$ cat src/rtl/sprite_pkg.sv
// Shared sprite definitions for the blitter and compositor.
// The mirror field exists only when SPRITE_MIRROR_EN is defined.
package sprite_pkg;

  localparam int unsigned COORD_W = 10;
  localparam int unsigned IDX_W   = 4;

  localparam logic [IDX_W-1:0] TRANSP_IDX_DEF = '0;

  typedef struct packed {
    logic [COORD_W-1:0] x;
    logic [COORD_W-1:0] y;
`ifdef SPRITE_MIRROR_EN
    logic               mirror;
`endif
  } sprite_pos_t;

endpackage

$ cat src/rtl/sprite_addr_gen.sv
// Combinational box test, integer downscale, optional X mirror and ROM address sum.
// Mirroring is compiled in only when SPRITE_MIRROR_EN is defined.
module sprite_addr_gen
  import sprite_pkg::*;
#(
  parameter int unsigned SPR_W      = 64,
  parameter int unsigned SPR_H      = 64,
  parameter int unsigned SCALE_LOG2 = 0,
  parameter int unsigned FRM_W      = 2,
  parameter int unsigned ADDR_W     = 14
) (
  input  logic [COORD_W-1:0] draw_x,
  input  logic [COORD_W-1:0] draw_y,
  input  sprite_pos_t        act_pos,
  input  logic [FRM_W-1:0]   frame,
  output logic               inbox_c,
  output logic [ADDR_W-1:0]  addr_c
);

  localparam int unsigned LX_W  = $clog2(SPR_W);
  localparam int unsigned LY_W  = $clog2(SPR_H);
  localparam int unsigned EXT_W = COORD_W + 1;

  localparam logic [EXT_W-1:0] BOX_W = EXT_W'(SPR_W << SCALE_LOG2);
  localparam logic [EXT_W-1:0] BOX_H = EXT_W'(SPR_H << SCALE_LOG2);

  logic [EXT_W-1:0] dx;
  logic [EXT_W-1:0] dy;
  logic             in_x;
  logic             in_y;
  logic [LX_W-1:0]  lx;
  logic [LY_W-1:0]  ly;

  // Power-of-two sprite dimensions let the address be a plain concatenation.
  always_comb begin
    dx      = {1'b0, draw_x} - {1'b0, act_pos.x};
    dy      = {1'b0, draw_y} - {1'b0, act_pos.y};
    in_x    = (draw_x >= act_pos.x) && (dx < BOX_W);
    in_y    = (draw_y >= act_pos.y) && (dy < BOX_H);
    inbox_c = in_x && in_y;
    lx      = LX_W'(dx >> SCALE_LOG2);
    ly      = LY_W'(dy >> SCALE_LOG2);
`ifdef SPRITE_MIRROR_EN
    if (act_pos.mirror) begin
      lx = ~lx;
    end
`endif
    if (!inbox_c) begin
      lx = '0;
      ly = '0;
    end
    addr_c = ADDR_W'({frame, ly, lx});
  end

endmodule

$ cat src/rtl/sprite_blitter.sv
// Single-sprite renderer: position handshake, animation counters and two-stage ROM pipeline.
// Define SPRITE_MIRROR_EN to add the mirror_x input and horizontal mirroring.
module sprite_blitter
  import sprite_pkg::*;
#(
  parameter int unsigned      SPR_W      = 64,
  parameter int unsigned      SPR_H      = 64,
  parameter int unsigned      FRAMES     = 4,
  parameter int unsigned      SCALE_LOG2 = 0,
  parameter int unsigned      FRAME_HOLD = 8,
  parameter logic [IDX_W-1:0] TRANSP_IDX = TRANSP_IDX_DEF,
  parameter int unsigned      ADDR_W     = $clog2(SPR_W * SPR_H * FRAMES)
) (
  input  logic               vga_clk,
  input  logic               reset_n,
  input  logic [COORD_W-1:0] DrawX,
  input  logic [COORD_W-1:0] DrawY,
  input  logic               blank,
  input  logic               frame_start,
  input  logic               pos_valid,
  output logic               pos_ready,
  input  logic [COORD_W-1:0] pos_x,
  input  logic [COORD_W-1:0] pos_y,
`ifdef SPRITE_MIRROR_EN
  input  logic               mirror_x,
`endif
  input  logic               anim_en,
  output logic [ADDR_W-1:0]  rom_address,
  input  logic [IDX_W-1:0]   rom_q,
  output logic               sprite_hit,
  output logic [IDX_W-1:0]   sprite_idx
);

  localparam int unsigned FRM_W  = (FRAMES > 1) ? $clog2(FRAMES) : 1;
  localparam int unsigned HOLD_W = (FRAME_HOLD > 1) ? $clog2(FRAME_HOLD) : 1;

  localparam logic [FRM_W-1:0]  FRAME_LAST = FRM_W'(FRAMES - 1);
  localparam logic [HOLD_W-1:0] HOLD_LAST  = HOLD_W'(FRAME_HOLD - 1);

  sprite_pos_t       shadow_pos;
  sprite_pos_t       act_pos;
  sprite_pos_t       new_pos;
  logic              pending;
  logic              accept;
  logic [FRM_W-1:0]  frame;
  logic [HOLD_W-1:0] hold;
  logic              inbox_c;
  logic [ADDR_W-1:0] addr_c;
  logic              inbox_d;
  logic              blank_d;
  logic              opaque_c;

  always_comb begin
    new_pos   = '0;
    new_pos.x = pos_x;
    new_pos.y = pos_y;
`ifdef SPRITE_MIRROR_EN
    new_pos.mirror = mirror_x;
`endif
    accept   = pos_valid && pos_ready;
    opaque_c = inbox_d && blank_d && (rom_q != TRANSP_IDX);
  end

  // Shadow/active position: updates are only applied on frame_start to avoid tearing.
  always_ff @(posedge vga_clk or negedge reset_n) begin
    if (!reset_n) begin
      shadow_pos <= '0;
      act_pos    <= '0;
      pending    <= 1'b0;
      pos_ready  <= 1'b1;
    end else begin
      if (frame_start && pending) begin
        act_pos   <= shadow_pos;
        pending   <= 1'b0;
        pos_ready <= 1'b1;
      end
      if (accept) begin
        shadow_pos <= new_pos;
        pending    <= 1'b1;
        pos_ready  <= 1'b0;
      end
    end
  end

  // Animation: hold counter paces the frame index; anim_en low freezes both.
  always_ff @(posedge vga_clk or negedge reset_n) begin
    if (!reset_n) begin
      frame <= '0;
      hold  <= '0;
    end else if (frame_start && anim_en) begin
      if (hold == HOLD_LAST) begin
        hold  <= '0;
        frame <= (frame == FRAME_LAST) ? '0 : frame + FRM_W'(1);
      end else begin
        hold <= hold + HOLD_W'(1);
      end
    end
  end

  sprite_addr_gen #(
    .SPR_W      (SPR_W),
    .SPR_H      (SPR_H),
    .SCALE_LOG2 (SCALE_LOG2),
    .FRM_W      (FRM_W),
    .ADDR_W     (ADDR_W)
  ) u_addr_gen (
    .draw_x  (DrawX),
    .draw_y  (DrawY),
    .act_pos (act_pos),
    .frame   (frame),
    .inbox_c (inbox_c),
    .addr_c  (addr_c)
  );

  // Stage 1 issues the ROM read; stage 2 qualifies the returned texel.
  always_ff @(posedge vga_clk or negedge reset_n) begin
    if (!reset_n) begin
      rom_address <= '0;
      inbox_d     <= 1'b0;
      blank_d     <= 1'b0;
      sprite_hit  <= 1'b0;
      sprite_idx  <= '0;
    end else begin
      rom_address <= addr_c;
      inbox_d     <= inbox_c;
      blank_d     <= blank;
      sprite_hit  <= opaque_c;
      sprite_idx  <= opaque_c ? rom_q : '0;
    end
  end

endmodule

$ cat config.mk
export PLATFORM = sky130hd
export DESIGN_NAME = sprite_blitter
export DESIGN_NICKNAME = d
export VERILOG_FILES = /design/src/rtl/sprite_pkg.sv /design/src/rtl/sprite_addr_gen.sv /design/src/rtl/sprite_blitter.sv
export SDC_FILE = /design/constraint.sdc
export NUM_CORES = 1
export LEC_CHECK = 0
export ABC_AREA = 1
export BUFFER_PORTS_ARGS = -buffer_cell sky130_fd_sc_hd__buf_2
export CAP_MARGIN = 25
export CELL_PAD_IN_SITES_DETAIL_PLACEMENT = 0
export CELL_PAD_IN_SITES_GLOBAL_PLACEMENT = 1
export CORE_MARGIN = 2
export CORE_UTILIZATION = 37
export DETAILED_ROUTE_END_ITERATION = 12
export PLACE_DENSITY_LB_ADDON = 0.1
export SYNTH_ARGS = -nofsm -noshare
export SYNTH_HDL_FRONTEND = slang
export SYNTH_SLANG_ARGS = --single-unit
$ cat constraint.sdc
create_clock -name vga_clk -period 1.77 [get_ports vga_clk]
set_input_delay 0.0885 -clock vga_clk [delete_from_list [all_inputs] [get_ports vga_clk]]
set_output_delay 0.0885 -clock vga_clk [all_outputs]
set_load 0.03 [all_outputs]
# Word level (Yosys, flattened, before mapping)
# Cells that the tools add are included.
# W data, S select, Z words.
totals:
  reg_bits: 68
  in_bits: 50
  out_inout_bits: 20
  word_cells: 43
classes:
  add_sub_neg: 4
  order_cmp: 4
  eq_ne: 2
  mux: 9
  n_reduce_logical: 11
ops:
  columns: ["operator", "count"]
  rows:
  - ["$lt A11 B7 Y1 const B", 2]
  - ["$sub A10 B10 Y11", 2]
  - ["$ge A10 B10 Y1", 2]
  - ["$mux W6", 2]
  - ["$logic_and A1 B1 Y1", 8]
  - ["$mux W1", 4]
  - ["$mux W4", 1]
  - ["$reduce_bool A4 Y1", 1]
  - ["$add A3 B1 Y3 const B", 1]
  - ["$eq A3 B3 Y1 const B", 1]
  - ["$mux W3", 1]
  - ["$add A2 B1 Y2 const B", 1]
  - ["$eq A2 B2 Y1 const B", 1]
  - ["$mux W2", 1]
  - ["$reduce_and A2 Y1", 1]
  - ["$reduce_bool A2 Y1", 1]

# Longest topological paths before layout
# Gate-level depths: netlist of the first run.
logic_depth:
  depth_word: 5
  mapped_depth: 17
  ltp_nobuf: 16

# By module
# From an unflattened synthesis of the first run, not the netlist that was laid out.
unflattened:
  cells_unflattened: 490
  hier_area_um2: 3771.1
modules_own_cells:
  columns: ["mod", "n_inst", "cells_each", "area_each_um2", "seq_area_each_um2"]
  rows:
  - ["sprite_blitter", 1, 233, 2429.8, 1702.9]
  - ["sprite_addr_gen", 1, 257, 1341.3, 0.0]

# Worst setup path before layout of the first run
# Ideal clock, no wire load.
synth_timing:
  path_type: "register -> register"
  start: "register, netlist name act_pos[10]"
  end: "register rom_address[0]"
  setup_ps: 69
  arrival_ps: 1852
  required_ps: 1701
  slack_ps: -151
  path_stages_with_launch: 16
  n_path_buf: 1
  synth_period_minus_slack_ps: 1921
  cell_sequence: "dfrtp_1 > ha_1 > inv_1 > fa_1 > nand2_1 > nand2_1 > nand3_1 > nand3_1 > nand2_1 > nand2_1 > inv_1 > nand2_1 > nor2_2 > nand3_2 > buf_6 > nor2_2"
synth_between:
  elab_chain_len: 5
  word_cells_on_any_way: 6
  classes_between: "add/sub (1); order compare (2); mux (1); reduce/logical (2)"
synth_rtl:
  columns: ["element", "line_no", "rtl"]
  rows:
  - ["$sub A10 B10 Y11", "sprite_addr_gen.sv:36", "dx = {1'b0, draw_x} - {1'b0, act_pos.x};"]
  - ["$lt A11 B7 Y1", "sprite_addr_gen.sv:38", "in_x = (draw_x >= act_pos.x) && (dx < BOX_W);"]
  - ["$logic_and A1 B1 Y1", "sprite_addr_gen.sv:38", null]
  - ["$logic_and A1 B1 Y1", "sprite_addr_gen.sv:40", "inbox_c = in_x && in_y;"]
  - ["$mux W6 *", "sprite_addr_gen.sv:48", "if (!inbox_c) begin"]
  - ["via addr_c[0]", "sprite_blitter.sv:48", "logic [ADDR_W-1:0] addr_c;"]
  - ["end signal, assigned", "sprite_blitter.sv:124", "rom_address <= addr_c;"]
  - ["end, declared", "sprite_blitter.sv:28", "output logic [ADDR_W-1:0] rom_address,"]
# The timed path passes the listed nets; every way through them passes the cells marked *.
# A chain may end at the register's enable or synchronous reset.

# Worst setup path after layout of the first run
layout_timing:
  start: "register, netlist name act_pos[10]"
  end: "register rom_address[5]"
layout_between:
  elab_chain_len: 5
  word_cells_on_any_way: 6
  classes_between: "add/sub (1); order compare (2); mux (1); reduce/logical (2)"
layout_rtl:
  columns: ["element", "line_no"]
  rows:
  - ["$sub A10 B10 Y11", "sprite_addr_gen.sv:36"]
  - ["$lt A11 B7 Y1", "sprite_addr_gen.sv:38"]
  - ["$logic_and A1 B1 Y1", "sprite_addr_gen.sv:38"]
  - ["$logic_and A1 B1 Y1", "sprite_addr_gen.sv:40"]
  - ["$mux W6 *", "sprite_addr_gen.sv:48"]
  - ["via addr_c[5]", "sprite_blitter.sv:48"]
# Marks and branches as above.

==> run_results.csv, run 1 <==
group,metric,value,unit
worst_setup_path,crit_path_end_kind,"register",
floorplan,core-area,0.009819,mm²
pwr,power_leakage,2.782,nW
floorplan,num_rows,36,
worst_setup_path,r2r-end,"rom_address[5]$_DFF_PN0_",
worst_setup_path,slowest_delay,0.35,ns
final_layout,final_common_cell,"nand2_1",
synthesis,yosysUniqueCellTypes,30,
clocking,clkLatencyLatePin,0.34,ns
route,drt-vias-per-instance,4.361,
pwr,p_seq_frac,0.309,
synthesis,synth-seq-cells,68,
global_route,grt_pass1_wl,14750,µm
floorplan,dieArea,0.01096,mm²
worst_setup_path,required,2.04,ns
route,drt_pass1_iterations,4,
clocking,htreeDepth,3,
pwr,switching_share,0.4051,
final_layout,final_cell_mix,"nand2_1 (121), inv_1 (71), buf_2 (69)",
synthesis,yosys.area_share.xor_xnor,0.01867,
final_layout,final_cells,734,
worst_setup_path,reg2reg_from,"act_pos[10]$_DFFE_PN0P_",
timing,setup_viol,13,
floorplan,start_util,0.3821,
route,route.vias.total,3201,
worst_setup_path,worstPathCellList,"ha_2 -> inv_2 -> fa_2 -> nand2_1 -> nand2_1 -> nand3_1 -> nand3_1 -> nand2_1 -> nand2_1 -> inv_1 -> nand2_1 -> nor2_2 -> nand3_2 -> buf_12 -> nor2_1",
clocking,clk_pin_slew,0.08,ns
timing,whs,0.01035,ns
route,drc,0,
clocking,numCtsBuffers,9,
worst_hold_path,min-delay-path-class,"primary input to register",
synthesis,synth_compound_area_frac,0.06135,
synthesis,synth_cells,450,
pwr,clkPwrFrac,0.156,
worst_setup_path,cp-start-kind,"register",
synthesis,synth_top_family_by_area,"simple AND/OR/NAND/NOR gates",
pwr,power_frac_comb,0.535,
final_layout,syn_to_final_growth,36.08,%
worst_setup_path,path_buf_inv,3,
place,dpl_worst_slack,-0.2232,ns
global_route,grt_util_all_layers,0.1671,
clocking,cts_tree,"yes",
worst_setup_path,reg2reg_slack,-0.22,ns
worst_hold_path,worstHoldStart,"pos_x[9]",
worst_setup_path,crit_type,"register to register",
worst_setup_path,crit_arrival,2.26,ns
place,post-place-cells,693,
synthesis,synth-edff-count,0,
run_status,violations,"negative setup slack",
synthesis,synth-simple-area-share,0.2427,
place,numPortBuffers,69,
timing,final-max-slew-violation-count,0,
worst_setup_path,path_delay_family,"simple AND/OR/NAND/NOR gates",
final_layout,drive_above_1_share,0.3111,
global_route,overflow,0,
timing,rsz0062_at_grt,"yes",
pwr,p_switching,0.003043,W
final_layout,nets,671,
global_route,grt_pass1_vias,3254,
synthesis,synth.avg_cell_area,8.339,µm²
flow_run,drv_cap,0,
global_route,grt_max_degree,32,
worst_hold_path,min_path_cells,3,
route,wl,8381,µm
synthesis,synth_ff_type,"dfrtp_1",
synthesis,async_reset_ff_frac,1.000,
route,antenna_left,0,
run_status,status,"finished, violations left",
timing,period_minus_slack,1.990,ns
pwr,p_per_area,1471,mW/mm²
final_layout,num_antenna_cells,0,
timing,setup_ws,-0.2195,ns
pwr,ir_worst_vdd,0.7343,mV
worst_setup_path,cp_slowest_cell,"dfrtp_1",
route,routedWlPerCell,11.42,µm
floorplan,fp.dieH,104.7,µm
synthesis,yosysWarnings,0,
clocking,clockBufferDepth,2,
global_route,grt_antenna_before_repair,0,
timing,fin_setup_tns,-2.690,ns
worst_setup_path,cp_max_fo,13,
timing,fin_crit_sh,1.124,
floorplan,die_w,104.7,µm
synthesis,syn_area,0.003752,mm²
place,hpwl,6634,µm
synthesis,syn_nets,525,
timing,fmax,502.6,MHz
worst_hold_path,whs_endpoint,"shadow_pos[19]$_DFFE_PN0P_",
synthesis,synthAdderAreaFrac,0.08736,
clocking,cts_root_buffer,"clkbuf_8",
place,gp_congestion,0.8021,
timing,worstMarginPinSlew,0.7367,ns
worst_setup_path,critPathMostFrequentCell,"nand2_1",
pwr,p_int,0.004469,W
clocking,cts_sinks,68,
synthesis,ys_seq_area_frac,0.4538,
floorplan,boundaryPins,70,
synthesis,synth.area.mux_share,0.05102,
clocking,post-cts-setup-buffers,0,
timing,skew,0.01518,ns
worst_setup_path,reg2reg_depth,15,
timing,slew-limit-headroom,0.5083,
route,drt_iter0_drc,97,
timing,hold_viol_final,0,
[sequential cells by signal, indices dropped and copies added (netlist names), 2 cells and up]
| register | flops |
|---|---|
| shadow_pos | 20 |
| act_pos | 20 |
| frame | 2 |
| sprite_idx | 4 |
| rom_address | 14 |
| hold | 3 |
[per-layer routing]
metal | routed length (µm) | GRT usage | share of wire | up-vias
li1 | - | - | - | 1699
met1 | 4173 | 0.2278 | 0.50 | 1442
met2 | 3859 | 0.2726 | 0.46 | 53
met3 | 273 | 0.03119 | 0.033 | 7
met4 | 75 | 0.04667 | 0.0089 | 0
met5 | 0 | 0 | 0 | -
[power by group through the flow]
stage	registers, W	logic, W	clock network [W]
2_1_floorplan	0.00235	0.00248	0
4_1_cts	0.00233	0.00396	0.00120
3_3_place_gp	0.00233	0.00386	0
3_5_place_dp	0.00236	0.00389	0
5_1_grt	0.00239	0.00461	0.00127
6_report	0.00232	0.00402	0.00117
[worst register-to-register path: cells and delay by family, from the launching register on]
kind,cells,cell delay [ns]
buffers and inverters,3,0.25
and+or+nand+nor,10,0.80
adders and majority gates,2,0.52
DFF,1,0.35
[per-stage QoR]
step | power, W | util | area [µm²]
floorplan | 0.004835 | - | 3760
global placement | 0.006186 | 0.4708 | 4623
detailed placement | 0.006249 | 0.4708 | 4623
CTS | 0.007491 | 0.5141 | 5049
global route | 0.008274 | 0.5200 | 5106
finish | 0.007512 | 0.5200 | 5106
[synth_stat cells, types with 3 or more instances]
cell,n,share of area
a21oi_1,14,0.019
nand2_1,121,0.12
ha_1,23,0.077
xor2_1,6,0.014
nand2_2,6,0.010
dfrtp_1,67,0.45
nor2_2,10,0.017
nor2_1,33,0.033
nor2_4,3,0.0090
mux2_2,17,0.051
o21ai_0,24,0.032
inv_1,73,0.073
nand3_1,19,0.025
clkbuf_1,6,0.0060
nand3_2,4,0.011
nand4_1,5,0.0083
[cell type report]
cell class	count	area (µm²)
Fill cell	993	4713
Multi-Input combinational cell	299	1795
Sequential cell	68	1703
Timing Repair Buffer	142	980.9
Inverter	76	285.3
Tap cell	133	166.4
Clock buffer	10	127.6
Clock inverter	6	47.55
[logic make-up after synthesis]
kind of cell,count (synthesis)
AO/OA/AOI/OAI,43
XOR/XNOR,8
adder cells (fa/ha/maj),25
buffers and inverters,83
flip-flops,68
multiplexers,17
AND/OR/NAND/NOR,206
[repair_timing]
item / CTS / global route
endpoints found under the hold margin: 36 / 0
resized for setup: 0 / 10
gates cloned: 0 / 0
pin swaps: 0 / 1
hold buffers: 25 / 0
endpoints found under the setup margin: 13 / 13
[worst max-delay path by stage]
| stage | cells past startpoint | slack, ns | end | start |
|---|---|---|---|---|
| floorplan | 15 | -0.08 | rom_address[3]$_DFF_PN0_ | act_pos[10]$_DFFE_PN0P_ |
| global placement | 15 | -0.19 | rom_address[11]$_DFF_PN0_ | act_pos[10]$_DFFE_PN0P_ |
| detailed placement | 15 | -0.22 | rom_address[5]$_DFF_PN0_ | act_pos[0]$_DFFE_PN0P_ |
| CTS | 15 | -0.25 | rom_address[5]$_DFF_PN0_ | act_pos[0]$_DFFE_PN0P_ |
| global route | 15 | -0.41 | rom_address[5]$_DFF_PN0_ | act_pos[0]$_DFFE_PN0P_ |
| finish | 15 | -0.22 | rom_address[5]$_DFF_PN0_ | act_pos[10]$_DFFE_PN0P_ |
Power figures use the tool's default switching activity.
==> run 2, diff against run 1 <==
--- a/config.mk
+++ b/config.mk
@@ -6,7 +6,7 @@
 export NUM_CORES = 1
 export LEC_CHECK = 0
 export ABC_AREA = 1
-export BUFFER_PORTS_ARGS = -buffer_cell sky130_fd_sc_hd__buf_2
+export BUFFER_PORTS_ARGS = -buffer_cell sky130_fd_sc_hd__buf_4
 export CAP_MARGIN = 25
 export CELL_PAD_IN_SITES_DETAIL_PLACEMENT = 0
 export CELL_PAD_IN_SITES_GLOBAL_PLACEMENT = 1
==> run 2 against run 1 <==
Effect of this change: the flow still finishes with violations (negative setup slack); clock skew is 0.0054 ns lower; die area unchanged; routed wire length up 1.4%; non-clock buffer count increased by 3; final area grew 5.5%; setup slack improved by 0.0036 ns; global-route usage grew 0.22 points; sequential power is essentially flat; critical endpoint unchanged.
==> run_results.csv, run 2 (synthesis gave the netlist of run 1 again) <==
group,metric,value,unit
route,drt-vias-per-instance,4.368,
clocking,clockBufferDepth,2,
worst_setup_path,crit_arrival,2.28,ns
final_layout,syn_to_final_growth,43.51,%
final_layout,drive_above_1_share,0.3245,
global_route,grt_antenna_before_repair,0,
timing,period_minus_slack,1.986,ns
place,numPortBuffers,69,
pwr,power_leakage,2.856,nW
global_route,grt_max_degree,36,
final_layout,final_common_cell,"nand2_1",
floorplan,core-area,0.009819,mm²
worst_setup_path,cp-start-kind,"register",
floorplan,fp.dieH,104.7,µm
floorplan,start_util,0.3821,
worst_setup_path,reg2reg_from,"act_pos[0]$_DFFE_PN0P_",
clocking,numCtsBuffers,9,
route,route.vias.total,3219,
clocking,cts_tree,"yes",
worst_setup_path,required,2.06,ns
final_layout,fillers,939,
place,dpl_worst_slack,-0.2477,ns
timing,rsz0062_at_grt,"yes",
floorplan,dieArea,0.01096,mm²
pwr,power,0.007920,W
worst_setup_path,cp_max_fo,13,
route,wl,8497,µm
clocking,clkLatencyLatePin,0.36,ns
worst_setup_path,slowest_delay,0.36,ns
run_status,violations,"negative setup slack",
final_layout,final_core_util,0.5484,
place,hpwl,6454,µm
worst_setup_path,crit_path_end_kind,"register",
timing,skew,0.009816,ns
clocking,cts_sinks,68,
final_layout,num_antenna_cells,0,
floorplan,boundaryPins,70,
worst_hold_path,worstHoldStart,"anim_en",
worst_setup_path,crit_type,"register to register",
timing,fmax,503.6,MHz
timing,final-max-slew-violation-count,0,
floorplan,num_rows,36,
clocking,htreeDepth,3,
worst_setup_path,path_buf_inv,2,
route,routedWlPerCell,11.53,µm
timing,slew-limit-headroom,0.4854,
route,drc,0,
clocking,clk_pin_slew,0.08,ns
flow_run,drv_cap,0,
final_layout,multi_input_area,0.001821,mm²
final_layout,nets,674,
final_layout,final_cell_mix,"nand2_1 (118), buf_4 (115), inv_1 (71)",
final_layout,top_regs,"act_pos x20, shadow_pos x20, rom_address x14",
pwr,p_per_area,1471,mW/mm²
global_route,grt_util_all_layers,0.1693,
global_route,grt_pass1_vias,3113,
worst_setup_path,path_delay_family,"simple AND/OR/NAND/NOR gates",
floorplan,die_w,104.7,µm
worst_setup_path,critPathMostFrequentCell,"nand2_1",
global_route,grt_pass1_wl,14680,µm
place,gp_congestion,0.8288,
final_layout,area.sequential,0.001703,mm²
worst_setup_path,worstPathCellList,"ha_2 -> inv_2 -> fa_2 -> nand2_2 -> nand2_2 -> nand3_2 -> nand2_1 -> nand2_1 -> nand2_1 -> nor2_2 -> nand2_1 -> nor2_2 -> nand3_2 -> buf_12 -> nor2_1",
route,antenna_left,0,
timing,setup_viol,13,
timing,fin_crit_sh,1.122,
timing,hold_viol_final,0,
route,drt_iter0_drc,92,
pwr,ir_worst_vdd,0.9203,mV
worst_hold_path,min-delay-path-class,"primary input to register",
run_status,status,"finished, violations left",
timing,setup_ws,-0.2159,ns
timing,worstMarginPinSlew,0.7711,ns
clocking,cts_root_buffer,"clkbuf_8",
worst_setup_path,cp-startpoint,"act_pos[0]$_DFFE_PN0P_",
worst_setup_path,cp_slowest_cell,"dfrtp_1",
global_route,overflow,0,
route,drt_pass1_iterations,5,
-- run 2: what timing repair did --
item | in CTS | in global routing
pin swaps | 0 | 2
gates resized for setup | 1 | 16
hold endpoints to repair | 58 | 0
hold buffers | 27 | 0
endpoints found under the setup margin | 13 | 13
gates cloned | 0 | 0
setup buffers | 1 | 2
-- run 2: path summary, 6_finish.rpt --
path,slack (ns),cells past startpoint,end
worst max register to register,-0.22,15,rom_address[5]$_DFF_PN0_
worst max-delay path,-0.22,15,rom_address[5]$_DFF_PN0_
worst min-delay path,0.06,4,hold[2]$_DFFE_PN0P_
max in group asynchronous,1.03,3,shadow_pos[1]$_DFFE_PN0P_
min in group asynchronous,0.24,2,rom_address[8]$_DFF_PN0_
worst min register to register,0.42,0,rom_address[13]$_DFF_PN0_
-- run 2: layer usage --
layer	wire [µm]	share of wire	track usage	vias to the layer above
li1	-	-	-	1702
met1	4253	0.50	0.2324	1443
met2	3781	0.44	0.2652	64
met3	302	0.036	0.02620	10
met4	159	0.019	0.07429	0
met5	0	0	0	-
-- run 2: through the flow --
stage	std cells	hold WS [ns]	TNS (ns)	instance area, µm²
6_report	737	0.05950	-2.604	5385
5_1_grt	737	0.09044	-4.583	5385
4_1_cts	735	0.05216	-3.029	5290
3_3_place_gp	691	0.09518	-2.615	4793
3_5_place_dp	691	0.09585	-2.967	4793
2_1_floorplan	450	-0.2071	-0.7582	3760
-- run 2: power by group --
| part | switching, W | internal, W | leakage, nW |
|---|---|---|---|
| registers | 0.000225 | 0.00209 | 0.852 |
| clock network | 0.000637 | 0.000793 | 0.102 |
| logic | 0.00222 | 0.00195 | 1.90 |
-- run 2: worst min-delay path, cell delays in order --
cell	delay, ns
buf_4	0.08
nand2_1	0.09
nand2_1	0.08
nand2_1	0.04
-- run 2: area by class of cell --
class | count | area share
inverter | 76 | 0.05297
clock inverter | 6 | 0.01650
multi-input combinational | 299 | 0.3381
clock buffer | 10 | 0.02370
sequential | 68 | 0.3162
tap | 133 | 0.03090
timing repair buffer | 145 | 0.2217
==> run 3, diff against run 2 <==
--- a/config.mk
+++ b/config.mk
@@ -6,6 +6,7 @@
 export NUM_CORES = 1
 export LEC_CHECK = 0
 export ABC_AREA = 1
+export ABC_CLOCK_PERIOD_IN_PS = 1770
 export BUFFER_PORTS_ARGS = -buffer_cell sky130_fd_sc_hd__buf_4
 export CAP_MARGIN = 25
 export CELL_PAD_IN_SITES_DETAIL_PLACEMENT = 0
@@ -13,6 +14,7 @@
 export CORE_MARGIN = 2
 export CORE_UTILIZATION = 37
 export DETAILED_ROUTE_END_ITERATION = 12
+export MAX_ROUTING_LAYER = met4
 export PLACE_DENSITY_LB_ADDON = 0.1
 export SYNTH_ARGS = -nofsm -noshare
 export SYNTH_HDL_FRONTEND = slang
==> run 3 against run 2 <==
Effect of this change: the flow still finishes with violations (negative setup slack); critical path depth is 1 lower; clock power is 19% lower; maximum frequency is 2.4% lower; highest routed layer unchanged; first-iteration DRC count is 6.5% higher; routed wire length is 2.4% higher; combinational power is 5.3% higher; global-route usage is 0.53 points higher; worst hold slack worse by 0.041 ns; setup slack worse by 0.048 ns.
==> run_results.csv, run 3 (synthesis gave the netlist of run 1 again) <==
group,metric,value,unit
run_status,status,"finished, violations left",
run_status,violations,"negative setup slack",
pwr,ir_worst_vdd,0.7962,mV
final_layout,area.sequential,0.001703,mm²
global_route,grt_pass1_wl,14880,µm
timing,skew,0.008980,ns
timing,fin_setup_tns,-3.175,ns
global_route,overflow,0,
timing,rsz0062_at_grt,"yes",
timing,period_minus_slack,2.034,ns
worst_setup_path,crit_type,"register to register",
final_layout,final_common_cell,"buf_4",
floorplan,core-area,0.009819,mm²
floorplan,boundaryPins,70,
final_layout,fillers,955,
clocking,cts_root_buffer,"clkbuf_8",
worst_setup_path,reg2reg_slack,-0.26,ns
route,drt_iter0_drc,98,
clocking,clkLatencyLatePin,0.35,ns
worst_hold_path,min_path_cells,3,
global_route,grt_pass1_vias,3259,
worst_setup_path,cp_max_fo,6,
timing,fin_crit_sh,1.149,
worst_setup_path,crit_path_end_kind,"register",
place,post_dp_cell_area,0.004781,mm²
worst_setup_path,required,2.00,ns
clocking,numCtsBuffers,9,
timing,final-max-slew-violation-count,0,
route,drt_pass1_iterations,4,
final_layout,final_area,0.005460,mm²
clocking,clockBufferDepth,2,
worst_setup_path,slowest_delay,0.35,ns
clocking,cts_tree,"yes",
pwr,p_per_area,1440,mW/mm²
floorplan,fp.dieH,104.7,µm
final_layout,top_regs,"act_pos x20, shadow_pos x20, rom_address x14",
final_layout,num_antenna_cells,0,
timing,setup_ws,-0.2639,ns
timing,worstMarginPinSlew,0.7483,ns
clocking,clk_pin_slew,0.08,ns
route,wl,8702,µm
final_layout,syn_to_final_growth,45.52,%
global_route,grt_antenna_before_repair,0,
worst_setup_path,crit_arrival,2.26,ns
worst_setup_path,cp_slowest_cell,"dfrtp_1",
route,antenna_left,0,
floorplan,dieArea,0.01096,mm²
floorplan,die_w,104.7,µm
route,routedWlPerCell,11.76,µm
place,hpwl,6587,µm
place,numPortBuffers,69,
final_layout,final_cell_mix,"buf_4 (119), nand2_1 (114), inv_1 (67), dfrtp_1 (67), nor2_1 (27)",
timing,fmax,491.7,MHz
timing,setup_viol,13,
clocking,cts_sinks,68,
worst_setup_path,worstPathCellList,"ha_2 -> inv_2 -> fa_2 -> buf_4 -> buf_4 -> nand3_1 -> nand3_1 -> nand2_1 -> clkinv_1 -> nand2_2 -> nor2_2 -> nand3_4 -> clkbuf_16 -> nor2_4",
worst_setup_path,path_delay_family,"buffers and inverters",
route,route.vias.total,3260,
worst_setup_path,cp.depth,14,
worst_setup_path,reg2reg_depth,14,
global_route,grt_util_all_layers,0.1746,
floorplan,start_util,0.3821,
flow_run,drv_cap,0,
pwr,power_leakage,2.860,nW
worst_setup_path,cp-start-kind,"register",
route,drc,0,
floorplan,num_rows,36,
final_layout,multi_input_area,0.001911,mm²
global_route,grt_max_degree,35,
worst_hold_path,min-delay-path-class,"primary input to register",
timing,slew-limit-headroom,0.5006,
place,gp_congestion,0.8254,
clocking,htreeDepth,3,
timing,hold_viol_final,0,
worst_setup_path,path_buf_inv,5,
final_layout,drive_above_1_share,0.3509,
final_layout,nets,677,
route,drt-vias-per-instance,4.405,
[run 3: worst paths after layout]
check | startpoint | endpoint
worst min register to register | frame[1]$_DFFE_PN0P_ | rom_address[13]$_DFF_PN0_
max in group asynchronous | reset_n | pos_ready$_DFFE_PN1P_
worst min-delay path | pos_y[9] | shadow_pos[9]$_DFFE_PN0P_
worst max register to register | act_pos[0]$_DFFE_PN0P_ | rom_address[10]$_DFF_PN0_
min in group asynchronous | reset_n | act_pos[3]$_DFFE_PN0P_
worst max-delay path | act_pos[0]$_DFFE_PN0P_ | rom_address[10]$_DFF_PN0_
[run 3: metrics by stage]
stage	hold slack (ns)	setup slack (ns)	utilization	std cells	power (W)
final	0.01820	-0.2639	0.5561	740	0.007863
after global routing	0.04704	-0.3852	0.5561	740	0.008627
after CTS	0.01584	-0.2451	0.5336	735	0.007569
after detailed placement	0.07745	-0.2504	0.4869	691	0.006286
after global placement	0.06876	-0.2092	0.4869	691	0.006227
after floorplan	-0.2071	-0.07752	-	450	0.004835
[run 3: power by group]
group / total (W) / leakage [nW] / switching (W) / internal, W
Combinational: 0.00439 / 1.92 / 0.00236 / 0.00203
Clock: 0.00116 / 0.0912 / 0.000637 / 0.000523
Sequential: 0.00231 / 0.852 / 0.000223 / 0.00209
[run 3: worst register-to-register path, delay by kind of cell, from the launching register on]
| kind | cells | cell delay [ns] |
|---|---|---|
| buf+inv | 5 | 0.56 |
| simple gates | 7 | 0.49 |
| fa+ha+maj | 2 | 0.52 |
| flops | 1 | 0.35 |
[run 3: area by class of cell]
cell class	count	share of cell area
Multi-Input combinational cell	299	0.3499
Clock buffer	10	0.02337
Tap cell	133	0.03048
Clock inverter	6	0.008937
Inverter	76	0.05225
Timing Repair Buffer	148	0.2232
Sequential cell	68	0.3119
[run 3: timing repair]
action	in CTS	in global routing
hold buffers	26	0
pin swaps	0	7
buffers inserted	2	4
gates cloned	0	1
endpoints found under the hold margin	56	0
resized for setup	2	39
setup endpoints to repair	13	13
[run 3: per-layer routing]
metal | part of all wire | GRT usage | up-vias
met1 | 0.49 | 0.2354 | 1475
li1 | - | - | 1709
met5 | 0 | - | -
met3 | 0.032 | 0.02745 | 11
met4 | 0.013 | 0.05238 | 0
met2 | 0.46 | 0.2731 | 65
